## config.mk

```make
export PLATFORM = sky130hd
export DESIGN_NAME = usr_param_burst
export DESIGN_NICKNAME = d
export VERILOG_FILES = /design/src/rtl/usr_param_burst.sv
export SDC_FILE = /design/constraint.sdc
export NUM_CORES = 1
export LEC_CHECK = 0
export CAP_MARGIN = 40
export CORE_ASPECT_RATIO = 0.9
export CORE_MARGIN = 3
export CORE_UTILIZATION = 47
export CTS_BUF_LIST = sky130_fd_sc_hd__clkbuf_8
export DETAILED_ROUTE_END_ITERATION = 7
export PLACE_DENSITY = 0.86
export SYNTH_ARGS = -nofsm -noshare
export SYNTH_HDL_FRONTEND = slang
export SYNTH_SLANG_ARGS = --single-unit
```

## constraint.sdc

```tcl
create_clock -name clk -period 4.35 [get_ports clk]
set_input_delay 1.305 -clock clk [delete_from_list [all_inputs] [get_ports clk]]
set_output_delay 1.305 -clock clk [all_outputs]
set_load 0.05 [all_outputs]
```

## src/rtl/usr_param_burst.sv

```systemverilog
// usr_param_burst: parametrised universal shift register with counted shift/rotate bursts.
// Optional parity output PAR (= ^PO) is enabled by defining USR_PARITY_EN.
module usr_param_burst #(
    parameter int WIDTH = 8,
    parameter int CNT_W = $clog2(WIDTH + 1)
) (
    input  logic             clk,
    input  logic             rst_n,
    input  logic             en,
    input  logic             start,
    input  logic [2:0]       mode,
    input  logic [CNT_W-1:0] nshift,
    input  logic             sil,
    input  logic             sir,
    input  logic [WIDTH-1:0] pi,
    output logic [WIDTH-1:0] po,
    output logic             sol,
    output logic             sor,
    output logic             busy,
    output logic             done
`ifdef USR_PARITY_EN
    ,
    output logic             par
`endif
);
    typedef enum logic {IDLE, BURST} state_t;
    state_t           state, state_d;
    logic [CNT_W-1:0] cnt, cnt_d, nsat;
    logic [2:0]       lmode, lmode_d, op_mode;
    logic [WIDTH-1:0] po_d, op_res;
    logic             done_d, burst_mode;

    assign busy       = state == BURST;
    assign sol        = po[WIDTH-1];
    assign sor        = po[0];
    assign nsat       = (nshift > CNT_W'(WIDTH)) ? CNT_W'(WIDTH) : nshift;
    assign op_mode    = busy ? lmode : mode;
    assign burst_mode = mode inside {3'b001, 3'b010, 3'b100, 3'b101, 3'b110};
`ifdef USR_PARITY_EN
    assign par        = ^po;
`endif

    // Result of applying the selected operation to the current register value
    always_comb begin
        op_res = po;
        case (op_mode)
            3'b001:  op_res = {po[WIDTH-2:0], sil};
            3'b010:  op_res = {sir, po[WIDTH-1:1]};
            3'b011:  op_res = pi;
            3'b100:  op_res = {po[WIDTH-2:0], po[WIDTH-1]};
            3'b101:  op_res = {po[0], po[WIDTH-1:1]};
            3'b110:  op_res = {po[WIDTH-1], po[WIDTH-1:1]};
            3'b111:  op_res = '0;
            default: op_res = po;
        endcase
    end

    // Next state: burst sequencing has priority, then START, then single-cycle EN
    always_comb begin
        state_d = state;
        cnt_d   = cnt;
        lmode_d = lmode;
        po_d    = po;
        done_d  = 1'b0;
        if (busy) begin
            po_d  = op_res;
            cnt_d = cnt - CNT_W'(1);
            if (cnt == CNT_W'(1)) begin
                state_d = IDLE;
                done_d  = 1'b1;
            end
        end else if (start && burst_mode) begin
            if (nsat == '0) begin
                done_d = 1'b1;
            end else begin
                state_d = BURST;
                cnt_d   = nsat;
                lmode_d = mode;
            end
        end else if (en) begin
            po_d = op_res;
        end
    end

    // State, register and handshake flops; reset aborts any burst in flight
    always_ff @(posedge clk or negedge rst_n) begin
        if (!rst_n) begin
            state <= IDLE;
            cnt   <= '0;
            lmode <= 3'b000;
            po    <= '0;
            done  <= 1'b0;
        end else begin
            state <= state_d;
            cnt   <= cnt_d;
            lmode <= lmode_d;
            po    <= po_d;
            done  <= done_d;
        end
    end
endmodule

```

==> flow_metrics.py, run 1 <==
metrics = {
    "status": {
        "status": "finished clean",
    },
    "die": {
        "design.core.area_sq_um": 2260,
        "start_util_pct": 51.4,
        "io_pins": 33,
        "die_area_sq_um": 3110,
        "die_h_microns": 53.2,
        "num_rows": 16,
        "die_w_microns": 58.5,
    },
    "pwr": {
        "leakage_nw": 0.605,
        "fin_total_pwr_mw": 1.31,
        "p_sw_share_pct": 49.8,
        "powerDensity_nw_per_um2": 866,
        "power.internal_uw": 661,
        "irDropWorstVdd_mv": 0.577,
        "combinationalPowerShare_pct": 63.8,
        "pwr-share-clk_pct": 9.0,
        "p_switching_uw": 654,
        "p_seq_share_pct": 27.2,
    },
    "cells_and_area": {
        "multi_input_area_sq_um": 673,
        "areaGrowthSynthToFinish_pct": 30.4,
        "mostFrequentLayoutCells": "clkdlybuf4s50_1, dfrtp_1, a21oi_1",
        "drive_gt1_share_pct": 12.3,
        "finalNetCount": 170,
        "fillers": 178,
        "antenna_cells": 0,
        "final_common_cell": "clkdlybuf4s50_1",
        "seq_area_sq_um": 425,
    },
    "detailed_routing": {
        "viasPerCell": 6.17,
        "drc": 0,
        "post_drt_wl_per_cell_microns": 16.2,
        "vias": 1068,
        "routed_wl_microns": 2800,
        "drt_pass1_iterations": 4,
        "drt_iter0_drc": 44,
        "drtAntennaViolNets": 0,
    },
    "clocking": {
        "cts.clk_slew.worst_paths_ps": 70,
        "post-cts-setup-buffer-count": 0,
        "cts_root_buf": "clkbuf_8",
        "insertion_delay_ps": 260,
        "clock-sinks": 17,
        "clockBufferDepth": 2,
        "cts_max_level": 1,
        "cts_buffers": 3,
        "cts_resized": 0,
        "cts_hold_buffers": 0,
        "cts_tree": "built",
    },
    "synth": {
        "yosysWarnings": 0,
        "avgSynthCellArea_sq_um": 10.0,
        "synth_edf_count": 0,
        "syn-num-nets": 139,
        "ys_ff_latch": 17,
        "ys_seq_area_share_pct": 36.6,
        "synth_top_area_share_pct": 36.6,
        "synth_ff_type": "dfrtp_1",
        "synth_area_leaders": "dfrtp_1, mux2_2, a21oi_1",
        "synth_cell_types": 39,
        "synth.largest_area_cell": "dfrtp_1",
        "synthArstFlopShare_pct": 100,
        "syn_inst": 116,
        "syn_area_sq_um": 1160,
    },
    "sta": {
        "finalSetupTns_ps": 0,
        "hold_violations": 0,
        "finClkSkew_ps": 12.2,
        "rsz0062_at_grt": "no",
        "max-slew-margin-rel_pct": 35.9,
        "fin_crit_ps": 3340,
        "setup_viol": 0,
        "finalMaxSlewViolations": 0,
        "worstMarginPinSlew_ps": 935,
        "period_share_pct": 76.8,
        "fmax_ghz": 0.299,
    },
    "setup_path": {
        "worst-r2r-setup-slack_ps": 1610,
        "path_class": "reg -> out",
        "worst-path-stages": 1,
        "critPathLaunch": "busy",
        "timing.rr.end": "po[5]",
        "crit_slowest_cell": "clkdlybuf4s50_1",
        "cp.required_ps": 3040,
        "cp_cell_sequence": "clkdlybuf4s50_1",
        "cp-end-kind": "output port",
        "worstSetupStartpointType": "flip-flop",
        "crit_arrival_ps": 2030,
        "cp_top_family": "buffers and inverters",
        "critPathCapture": "busy",
        "cp_num_buf_inv": 1,
        "slowest_delay_ps": 940,
        "critPathMaxFanout": 19,
        "r2r_cells": 4,
        "r2r-start": "busy",
    },
    "global_route": {
        "grt_overflow_total": 0,
        "grtUsageTotal_pct": 19.8,
        "grt_pass1_vias": 1010,
        "grt_max_degree": 20,
        "antenna_found_initial": 0,
        "grt_pass1_wl_microns": 4650,
    },
    "place": {
        "gp_congestion": 0.812,
        "port_buffers": 32,
        "dp_hpwl_microns": 2100,
    },
    "job": {
        "maxCapViolCount": 0,
    },
    "worst_hold_path": {
        "hold_class": "reg -> reg",
    },
}
[registers in the layout (all words and copies together), names as in the netlist]
| signal | cells |
|---|---|
| cnt | 4 |
| busy | 1 |
| lmode | 3 |
| po | 8 |
| done | 1 |
[cell families after synthesis]
group | after synthesis | synth area share (%)
DFF | 17 | 36.6
AOI/OAI and AO/OA | 41 | 22.9
xor gates and xnor gates | 4 | 3.01
buffers and inverters | 11 | 5.59
muxes | 15 | 16.7
and+or+nand+nor | 26 | 13.1
adders and majority gates | 2 | 2.15
[worst min path at each step]
stage	startpoint	end	slack [ps]	cells after the start
6_report	cnt[0]	cnt[0]	550	1
5_1_grt	cnt[0]	cnt[0]	580	1
4_1_cts	cnt[0]	cnt[0]	550	1
3_5_place_dp	cnt[0]	cnt[0]	540	1
3_3_place_gp	cnt[0]	cnt[0]	520	1
2_1_floorplan	cnt[0]	cnt[0]	500	1
[area by class of cell]
cell class	instances	share of cell area, %
Clock buffer	3	2.72
Multi-Input combinational cell	88	44.4
Sequential cell	17	28.0
Clock inverter	1	0.330
Tap cell	27	2.23
Inverter	5	1.24
Timing Repair Buffer	32	21.1
[per-stage QoR]
step / cells / area [sq um] / utilization (%) / hold WS [ps] / worst slack, ps
4_1_cts: 173 / 1520 / 67.1 / 551 / 1000
3_5_place_dp: 169 / 1470 / 65.0 / 543 / 799
5_1_grt: 173 / 1520 / 67.1 / 578 / 881
6_report: 173 / 1520 / 67.1 / 547 / 1010
2_1_floorplan: 116 / 1160 / - / 495 / 1690
3_3_place_gp: 169 / 1470 / 65.0 / 521 / 956
[synth_stat cells (all sizes together), types with 2 or more instances]
| cell | count |
|---|---|
| nor2 | 4 |
| o211ai | 3 |
| nor3 | 5 |
| buf | 5 |
| dfrtp | 17 |
| a221oi | 3 |
| a22oi | 4 |
| a31oi | 4 |
| nand3 | 5 |
| nor3b | 2 |
| mux2i | 6 |
| ha | 2 |
| or4b | 2 |
| a21o | 2 |
| nand2 | 3 |
| xor2 | 2 |
| o21ai | 9 |
| a32oi | 2 |
| mux2 | 9 |
| xnor2 | 2 |
| inv | 5 |
| a21oi | 10 |
[power groups by stage]
| stage | registers, mW | clock network (mW) | logic [mW] |
|---|---|---|---|
| after global routing | 0.374 | 0.129 | 0.904 |
| after floorplan | 0.468 | 0 | 0.530 |
| after global placement | 0.354 | 0 | 0.814 |
| after CTS | 0.357 | 0.123 | 0.841 |
| final | 0.357 | 0.119 | 0.839 |
| after detailed placement | 0.360 | 0 | 0.833 |
[worst register-to-register path: stages (launching register included)]
cell and delay, ps:
dfrtp_1 840, mux2i_1 870, nand3_2 270, and2_1 330, mux2_4 320
[per-layer routing]
layer,global-route usage (%),share of wire [%],wire length (microns),vias to the layer above
met5,0,0,0,-
met4,5.41,0.46,13,0
met3,6.59,5.9,165,2
met2,32.0,50,1400,33
met1,25.0,44,1220,526
li1,-,-,-,507
No activity file was read; power rests on OpenSTA's default activity.
==> run 2, diff against run 1 <==
clock period = 3.5 ns   (was 4.35 ns; I/O delays follow)
==> flow_metrics.py, run 2 (synthesis results as in run 1) <==
metrics = {
    "cells_and_area": {
        "mostFrequentLayoutCells": "clkdlybuf4s50_1, dfrtp_1, a21oi_1",
        "top_register": "po",
        "seq_area_sq_um": 425,
        "fillers": 174,
        "largest_reg_flops": 8,
        "largestRegisters": "po x8, cnt x4, lmode x3",
        "drive_gt1_share_pct": 12.8,
        "utilization_pct": 67.7,
        "final_common_cell": "clkdlybuf4s50_1",
        "finalNetCount": 172,
        "multi_input_area_sq_um": 673,
        "antenna_cells": 0,
        "areaGrowthSynthToFinish_pct": 31.6,
    },
    "sta": {
        "rsz0062_at_grt": "no",
        "period_share_pct": 83.6,
        "fmax_ghz": 0.342,
        "finalSetupTns_ps": 0,
        "max-slew-margin-rel_pct": 48.2,
        "setup_viol": 0,
        "finalMaxSlewViolations": 0,
        "fin_crit_ps": 2930,
        "hold_violations": 0,
        "finClkSkew_ps": 0.768,
        "worstMarginPinSlew_ps": 774,
    },
    "global_route": {
        "grt_pass1_vias": 981,
        "grtUsageTotal_pct": 19.4,
        "grt_max_degree": 20,
        "grt_pass1_wl_microns": 4490,
        "grt_overflow_total": 0,
        "antenna_found_initial": 0,
    },
    "clocking": {
        "cts_resized": 0,
        "cts_hold_buffers": 0,
        "clock-sinks": 17,
        "insertion_delay_ps": 250,
        "cts.clk_slew.worst_paths_ps": 70,
        "cts_max_level": 1,
        "cts_buffers": 3,
        "cts_root_buf": "clkbuf_8",
        "clockBufferDepth": 2,
        "cts_tree": "built",
        "post-cts-setup-buffer-count": 0,
    },
    "detailed_routing": {
        "wl_met1_microns": 1200,
        "met2_length_microns": 1310,
        "vias": 1079,
        "drtAntennaViolNets": 0,
        "wl_met3_microns": 223,
        "drc": 0,
        "routed_wl_microns": 2790,
        "drt_iter0_drc": 49,
        "post_drt_wl_per_cell_microns": 15.9,
        "drt_pass1_iterations": 4,
        "highest_layer": "met4",
        "viasPerCell": 6.17,
    },
    "setup_path": {
        "worst-r2r-setup-slack_ps": 1330,
        "crit_slowest_cell": "or4b_1",
        "worstSetupStartpointType": "input pin",
        "r2r-start": "busy",
        "crit_arrival_ps": 3060,
        "cp_num_buf_inv": 1,
        "cp.required_ps": 3640,
        "critPathLaunch": "mode[0]",
        "cp_top_family": "simple AND/OR/NAND/NOR gates",
        "critPathMaxFanout": 7,
        "timing.rr.end": "po[5]",
        "path_class": "in -> reg",
        "r2r_cells": 5,
        "slowest_delay_ps": 600,
        "cp_cell_sequence": "clkdlybuf4s50_1 > or4b_1 > o211ai_2 > and2_1 > mux2_4",
        "cp-end-kind": "flip-flop",
    },
    "worst_hold_path": {
        "hold_class": "reg -> reg",
        "worstHoldPathCells": 1,
        "hold_end": "cnt[0]",
        "min_from": "cnt[0]",
    },
    "place": {
        "dp_hpwl_microns": 2060,
        "port_buffers": 32,
        "gp_congestion": 0.867,
    },
    "job": {
        "maxCapViolCount": 0,
    },
    "die": {
        "die_h_microns": 53.2,
        "design.core.area_sq_um": 2260,
        "num_rows": 16,
        "start_util_pct": 51.4,
        "die_area_sq_um": 3110,
        "die_w_microns": 58.5,
        "io_pins": 33,
    },
    "status": {
        "status": "finished clean",
    },
    "pwr": {
        "p_sw_share_pct": 49.7,
        "p_seq_share_pct": 24.7,
        "leakage_nw": 0.616,
        "pwr-share-clk_pct": 8.6,
        "powerDensity_nw_per_um2": 1080,
        "combinationalPowerShare_pct": 66.7,
        "power.internal_uw": 834,
        "irDropWorstVdd_mv": 0.706,
        "p_switching_uw": 825,
    },
}
run 2: power groups by stage:
stage               combinational [mW]  clock [mW]  sequential, mW
global placement                  1.07           0           0.404
finish                            1.11       0.144           0.409
global route                      1.19       0.155           0.427
detailed placement                1.09           0           0.409
floorplan                        0.659           0           0.581
CTS                               1.10       0.144           0.407
run 2: metrics by stage:
stage / hold slack (ps) / setup WS (ps) / cells / total power, mW / cell area (sq um)
finish: 540 / 573 / 175 / 1.66 / 1530
global route: 592 / 470 / 175 / 1.77 / 1530
CTS: 538 / 599 / 175 / 1.65 / 1530
detailed placement: 527 / 370 / 171 / 1.50 / 1490
global placement: 525 / 425 / 171 / 1.47 / 1490
floorplan: 495 / 1090 / 116 / 1.24 / 1160
run 2: metal layers:
| metal | GRT usage, % | up-vias |
|---|---|---|
| met5 | 0 | - |
| met4 | 9.65 | 0 |
| met3 | 2.44 | 6 |
| met2 | 31.4 | 60 |
| met1 | 25.3 | 503 |
| li1 | - | 510 |
run 2: layout make-up:
type	count	share of cell area [%]
Clock buffer	3	2.70
Clock inverter	1	0.245
Inverter	5	1.23
Multi-Input combinational cell	88	44.0
Sequential cell	17	27.8
Tap cell	27	2.21
Timing Repair Buffer	34	21.9
run 2: worst max path at each step:
stage / to / depth (start not counted) / slack (ps)
global placement: po[5] / 5 / 430
global route: po[6] / 5 / 470
finish: po[5] / 5 / 570
floorplan: po[5] / 5 / 1090
CTS: po[5] / 5 / 600
detailed placement: po[6] / 5 / 370
